[config.mk]
export PLATFORM = sky130hd
export DESIGN_NAME = stream_delimiter
export DESIGN_NICKNAME = d
export VERILOG_FILES = /design/src/rtl/stream_delimiter_pkg.sv /design/src/rtl/stream_delimiter_lane.sv /design/src/rtl/stream_delimiter.sv
export SDC_FILE = /design/constraint.sdc
export NUM_CORES = 1
export LEC_CHECK = 0
export CELL_PAD_IN_SITES_DETAIL_PLACEMENT = 0
export CELL_PAD_IN_SITES_GLOBAL_PLACEMENT = 1
export CORE_MARGIN = 4
export CORE_UTILIZATION = 31
export DETAILED_ROUTE_END_ITERATION = 6
export PLACE_DENSITY_LB_ADDON = 0.05
export SLEW_MARGIN = 20
export SYNTH_ARGS = -nofsm -noshare
export SYNTH_HDL_FRONTEND = slang
export SYNTH_SLANG_ARGS = --single-unit
[constraint.sdc]
create_clock -name aclk -period 2.1 [get_ports aclk]
set_input_delay 0.42 -clock aclk [delete_from_list [all_inputs] [get_ports aclk]]
set_output_delay 0.42 -clock aclk [all_outputs]
set_load 0.02 [all_outputs]
[src/rtl/stream_delimiter_pkg.sv]
// stream_delimiter_pkg
// Shared constants and helper functions for the stream_delimiter field splitter.
//   MAX_OUTPUTS   : largest number of output channels the splitter supports
//   EXT_MAX       : width of the scratch value used by extend(); lanes are cut from it
//   width_array_t : per-channel field widths, index n = field n
//   field_offset  : LSB position of field idx inside the input word
//   extend        : zero/sign extension of a field held in the low bits of a wide value
package stream_delimiter_pkg;

  localparam int MAX_OUTPUTS = 8;
  localparam int EXT_MAX     = 64;

  typedef int width_array_t [MAX_OUTPUTS];

  // Fields are packed LSB-first, so the offset of a field is the sum of the
  // widths of every field below it.
  function automatic int field_offset(input int idx, input width_array_t widths);
    int off;
    off = 0;
    for (int i = 0; i < MAX_OUTPUTS; i++) begin
      if (i < idx) off += widths[i];
    end
    return off;
  endfunction

  // Bits below 'width' are copied; every bit above is filled with the field's
  // top bit when 'sign' is set, otherwise with zero. A 1-bit signed field
  // therefore replicates across the whole result.
  function automatic logic [EXT_MAX-1:0] extend(input logic [EXT_MAX-1:0] field,
                                                input int width,
                                                input logic sign);
    logic [EXT_MAX-1:0] result;
    logic fill;
    fill = 1'b0;
    for (int i = 0; i < EXT_MAX; i++) begin
      if (i == width - 1) fill = sign & field[i];
    end
    result = '0;
    for (int i = 0; i < EXT_MAX; i++) begin
      result[i] = (i < width) ? field[i] : fill;
    end
    return result;
  endfunction

endpackage

[src/rtl/stream_delimiter_lane.sv]
// stream_delimiter_lane
// One output channel of the splitter: a single-entry register holding data,
// last and valid for one AXI-Stream master port.
//   aclk, areset : clock and synchronous active-high reset
//   load         : input beat accepted this cycle, capture load_data/load_last
//   load_data    : already extended field for this lane
//   load_last    : copy of the input tlast
//   m_tready     : downstream ready for this lane
//   m_tdata/m_tlast/m_tvalid : registered lane outputs
//   can_accept   : lane is empty or draining this cycle, feeds the top-level AND
module stream_delimiter_lane #(
  parameter int WIDTH = 8
) (
  input  logic             aclk,
  input  logic             areset,
  input  logic             load,
  input  logic [WIDTH-1:0] load_data,
  input  logic             load_last,
  input  logic             m_tready,
  output logic [WIDTH-1:0] m_tdata,
  output logic             m_tlast,
  output logic             m_tvalid,
  output logic             can_accept
);

  // The register may take a new beat when nothing is held or the held beat
  // leaves this very cycle, which keeps full throughput with ready held high.
  assign can_accept = !m_tvalid || m_tready;

  // Load wins over drain so a fire and an accept in the same cycle leave
  // valid set with the new beat. load is only ever raised when can_accept is
  // true, so held data never changes while it waits for m_tready.
  always_ff @(posedge aclk) begin
    if (areset) begin
      m_tvalid <= 1'b0;
      m_tdata  <= '0;
      m_tlast  <= 1'b0;
    end else if (load) begin
      m_tvalid <= 1'b1;
      m_tdata  <= load_data;
      m_tlast  <= load_last;
    end else if (m_tready) begin
      m_tvalid <= 1'b0;
    end
  end

endmodule

[src/rtl/stream_delimiter.sv]
// stream_delimiter
// Registered AXI-Stream field splitter: each accepted input beat is cut into
// NUM_OUTPUTS LSB-first fields, each extended to an OUT_MAX-wide lane and
// forked to its own output stream with independent valid/ready.
//   aclk, areset   : clock and synchronous active-high reset
//   s_axis_*       : input stream (tdata IN0_WIDTH wide, tvalid, tlast, tready)
//   m_axis_tdata   : lane n at bits [n*OUT_MAX +: OUT_MAX]
//   m_axis_tvalid/tlast/tready : one bit per channel
//   beat_count     : accepted input beats, wraps modulo 2^32
module stream_delimiter
  import stream_delimiter_pkg::*;
#(
  parameter int         IN0_WIDTH   = 32,
  parameter int         NUM_OUTPUTS = 4,
  parameter int         OUT0_WIDTH  = 8,
  parameter int         OUT1_WIDTH  = 8,
  parameter int         OUT2_WIDTH  = 8,
  parameter int         OUT3_WIDTH  = 8,
  parameter int         OUT4_WIDTH  = 8,
  parameter int         OUT5_WIDTH  = 8,
  parameter int         OUT6_WIDTH  = 8,
  parameter int         OUT7_WIDTH  = 8,
  parameter int         OUT_MAX     = 8,
  parameter logic [7:0] SIGN_EXT    = 8'h00
) (
  input  logic                           aclk,
  input  logic                           areset,
  input  logic [IN0_WIDTH-1:0]           s_axis_tdata,
  input  logic                           s_axis_tvalid,
  input  logic                           s_axis_tlast,
  output logic                           s_axis_tready,
  output logic [NUM_OUTPUTS*OUT_MAX-1:0] m_axis_tdata,
  output logic [NUM_OUTPUTS-1:0]         m_axis_tvalid,
  output logic [NUM_OUTPUTS-1:0]         m_axis_tlast,
  input  logic [NUM_OUTPUTS-1:0]         m_axis_tready,
  output logic [31:0]                    beat_count
);

  localparam width_array_t WIDTHS = '{OUT0_WIDTH, OUT1_WIDTH, OUT2_WIDTH, OUT3_WIDTH,
                                      OUT4_WIDTH, OUT5_WIDTH, OUT6_WIDTH, OUT7_WIDTH};
  localparam int TOTAL_WIDTH = field_offset(NUM_OUTPUTS, WIDTHS);

  // Reject configurations that cannot be sliced.
  if (NUM_OUTPUTS < 1 || NUM_OUTPUTS > MAX_OUTPUTS) begin : g_bad_num
    $error("stream_delimiter: NUM_OUTPUTS must be in 1..8");
  end
  if (TOTAL_WIDTH > IN0_WIDTH) begin : g_bad_total
    $error("stream_delimiter: active field widths exceed IN0_WIDTH");
  end
  if (OUT_MAX < 1 || OUT_MAX > EXT_MAX) begin : g_bad_lane
    $error("stream_delimiter: OUT_MAX must be in 1..64");
  end

  // Input bits above the last field carry nothing for any lane.
  if (TOTAL_WIDTH < IN0_WIDTH) begin : g_drop_upper
    logic unused_upper;
    assign unused_upper = ^s_axis_tdata[IN0_WIDTH-1:TOTAL_WIDTH];
  end

  logic [NUM_OUTPUTS-1:0] can_accept;
  logic                   accept;

  // Ready is a pure function of the lane registers and downstream readies,
  // never of s_axis_tvalid, and is held low during reset.
  assign s_axis_tready = !areset && (&can_accept);
  assign accept        = s_axis_tvalid && s_axis_tready;

  for (genvar n = 0; n < NUM_OUTPUTS; n++) begin : g_lane
    localparam int OFF = field_offset(n, WIDTHS);
    localparam int FW  = WIDTHS[n];

    logic [EXT_MAX-1:0] ext_full;
    logic [OUT_MAX-1:0] field_ext;

    if (FW < 1 || FW > OUT_MAX) begin : g_bad_width
      $error("stream_delimiter: active field width must be in 1..OUT_MAX");
    end

    assign ext_full  = extend(EXT_MAX'(s_axis_tdata[OFF +: FW]), FW, SIGN_EXT[n]);
    assign field_ext = ext_full[OUT_MAX-1:0];

    if (OUT_MAX < EXT_MAX) begin : g_trim
      logic unused_ext;
      assign unused_ext = ^ext_full[EXT_MAX-1:OUT_MAX];
    end

    stream_delimiter_lane #(
      .WIDTH(OUT_MAX)
    ) u_lane (
      .aclk       (aclk),
      .areset     (areset),
      .load       (accept),
      .load_data  (field_ext),
      .load_last  (s_axis_tlast),
      .m_tready   (m_axis_tready[n]),
      .m_tdata    (m_axis_tdata[n*OUT_MAX +: OUT_MAX]),
      .m_tlast    (m_axis_tlast[n]),
      .m_tvalid   (m_axis_tvalid[n]),
      .can_accept (can_accept[n])
    );
  end

  logic [31:0] count_q;

  // Free-running accept counter; natural 32-bit wrap.
  always_ff @(posedge aclk) begin
    if (areset) begin
      count_q <= '0;
    end else if (accept) begin
      count_q <= count_q + 32'd1;
    end
  end

  assign beat_count = count_q;

endmodule
==> flow_metrics.tcl <==
set metrics [dict create \
    syn_avg_cell_area_um2 8.16 \
    root_buffer "clkbuf_8" \
    required_ps 1680 \
    synth_warnings 0 \
    numCtsBuffers 9 \
    clkTransAtPathRegs_ps 70 \
    initial_core_util_pct 32.2 \
    worstReg2RegEnd "beat_count[27]$_SDFFE_PP0P_" \
    arrival_ps 1610 \
    seqPwrFrac_pct 48.7 \
    hold_slack_ps 453 \
    synth-main-ff-cell "dfxtp_1" \
    setup_viol 0 \
    synth-async-reset-ratio_pct 0 \
    netlist_area_mm2 0.00285 \
    grtUsageTotal_pct 14.5 \
    fp.dieW_um 104 \
    final_layout_size_suffix_gt1_share_pct 8.37 \
    htree_num_levels 3 \
    num_vias 2756 \
    netlist.area_leader.share_pct 48.5 \
    startpoint "m_axis_tready[3]" \
    min_from "g_lane[0].u_lane.m_tdata[1]$_SDFFE_PP0P_" \
    die-area_mm2 0.0108 \
    multi_input_area_mm2 0.00131 \
    final-seq-area_mm2 0.00138 \
    yosysMostFrequentCell "nand2_1" \
    yosys-top-cells-count "nand2_1, dfxtp_1, a21oi_1" \
    p_clk_share_pct 38.5 \
    synth.area.top_cells "dfxtp_1, nand2_1, a21oi_1" \
    cts_buffer_depth 2 \
    cts_tree "done" \
    total_leakage_power_nw 1.51 \
    fmax_ghz 0.493 \
    drc 0 \
    min_path_type "reg -> reg" \
    coreArea_mm2 0.00885 \
    rsz0062_at_grt "no" \
    grt_overflow 0 \
    reg2reg_depth 6 \
    timing.final.crit_share_pct 96.6 \
    clk_latency_ps 340 \
    drt_pass1_iterations 4 \
    power_frac_comb_pct 12.8 \
    hold_viol 0 \
    syn_inst 349 \
    p_sw_share_pct 24.9 \
    synth_fp_nets 390 \
    diodes 0 \
    worst_slew_pin_slew_ps 769 \
    post_cts_buffers 0 \
    area_growth_pct 51.6 \
    period_needed_ps 2030 \
    synth-seq-area-share_pct 48.5 \
    slew_violations 0 \
    grt_max_degree 70 \
    yosys.cell_types.count 30 \
    min_path_cells 2 \
    place_congestion 0.721 \
    grt_pass1_vias 2545 \
    ys_seq_elements 69 \
    synth_edf_count 0 \
    pwr_density_cell_mw_per_mm2 651 \
    power.internal_w 0.00211 \
    path_class "in -> out" \
    min_delay_worst_endpoint "g_lane[0].u_lane.m_tdata[1]$_SDFFE_PP0P_" \
    timing.rr.start "beat_count[2]$_SDFFE_PP0P_" \
    path_max_fanout 2 \
    vias_per_cell 4.80 \
    drt_iter0_markers 70 \
    io_buffers 112 \
    wl_per_cell_um 13.8 \
    pin_count 113 \
    ant_nets 0 \
    grt_pass1_wl_um 12800 \
    crit_path_start_kind "input port" \
    slew_headroom_pct 48.7 \
    status "complete, no violations" \
    peakVddDrop_mv 0.378 \
    r2r_slack_ps 230 \
    endpoint_kind "output pin" \
    finClkSkew_ps 12.8 \
    p_switching_w 0.000701 \
    hpwl_um 5490 \
    antenna_found_initial 0 \
    yosys.area.top_type "dfxtp_1" \
    fillCellCount 895 \
    num_rows 34 \
    cts.sinks 69 \
    drv_cap 0 \
    layout.nets 502 \
    die_h_um 104 \
    cts_hold_buf 0 \
    wl_um 7930 \
    utilization_pct 48.8 \
]
worst max-delay path: stages:
cell and delay [ps]:
clkdlybuf4s50_1 450, nor2b_1 70, nor3_4 190, and3_1 170, clkdlybuf4s15_1 300
routing by layer:
metal,vias to the layer above,track usage (%),part of all wire (%)
li1,1410,-,-
met1,1278,16.6,43
met2,66,24.4,49
met3,2,6.95,8.0
met4,0,3.70,0.50
met5,-,0,0
worst max-delay path by stage:
stage / depth (start not counted) / end
CTS: 5 / s_axis_tready
finish: 5 / s_axis_tready
global placement: 5 / s_axis_tready
global route: 5 / s_axis_tready
detailed placement: 5 / s_axis_tready
floorplan: 4 / s_axis_tready
power groups by stage:
stage	registers [W]	clock network, W	logic [W]
finish	0.00137	0.00108	0.000361
detailed placement	0.00140	0	0.000367
global placement	0.00140	0	0.000366
floorplan	0.00144	0	0.000130
global route	0.00137	0.00119	0.000389
CTS	0.00137	0.00114	0.000367
through the flow:
stage / setup slack, ps / TNS, ps / std cells / area (um^2) / power, W
final: 72.2 / 0 / 574 / 4320 / 0.00281
after global routing: 24.3 / 0 / 574 / 4320 / 0.00295
after CTS: 13.5 / 0 / 574 / 4320 / 0.00287
after detailed placement: -261 / -4970 / 558 / 4120 / 0.00177
after global placement: -274 / -4910 / 558 / 4120 / 0.00176
after floorplan: 194 / 0 / 349 / 2850 / 0.00157
layout by cell type, fill, tap and decap left out, drive strengths merged, types with 2 or more instances in the layout:
master	instances
buf	20
dfxtp	69
or3	18
clkdlybuf4s50	110
and2	8
nor3	3
and4	6
nand2	76
inv	2
o21ai	18
and3	5
clkbuf	12
nor2	16
nor2b	2
a21oi	55
clkinv	2
xnor2	2
nand4	16
nand2b	2
nand3	7
xor2	10
cell type report:
| type | instances | share of cell area (%) |
|---|---|---|
| clock buffer | 12 | 3.36 |
| clock inverter | 4 | 1.10 |
| inverter | 2 | 0.174 |
| multi-input combinational | 248 | 30.2 |
| sequential | 69 | 32.0 |
| tap | 108 | 3.13 |
| timing repair buffer | 131 | 30.0 |
cells by family after synthesis:
logic type,synth area share [%]
DFF,48.5
xor gates and xnor gates,3.69
buffers and inverters,5.75
and+or+nand+nor,28.5
AOI/OAI and AO/OA,13.1
adders and majority gates,0.439
timing repair:
item | 4_1_cts | 5_1_grt
setup endpoints to repair | 1 | 1
pin swaps | 0 | 0
gates resized for setup | 1 | 2
cloned | 0 | 0
hold endpoints to repair | 0 | 0
sequential cells by signal, summed over array words and instances (netlist names):
signal and flops:
g_lane.u_lane.m_tlast 1, g_lane.u_lane.m_tvalid 4, g_lane.u_lane.m_tdata 32, beat_count 32
Power figures use the tool's default switching activity.
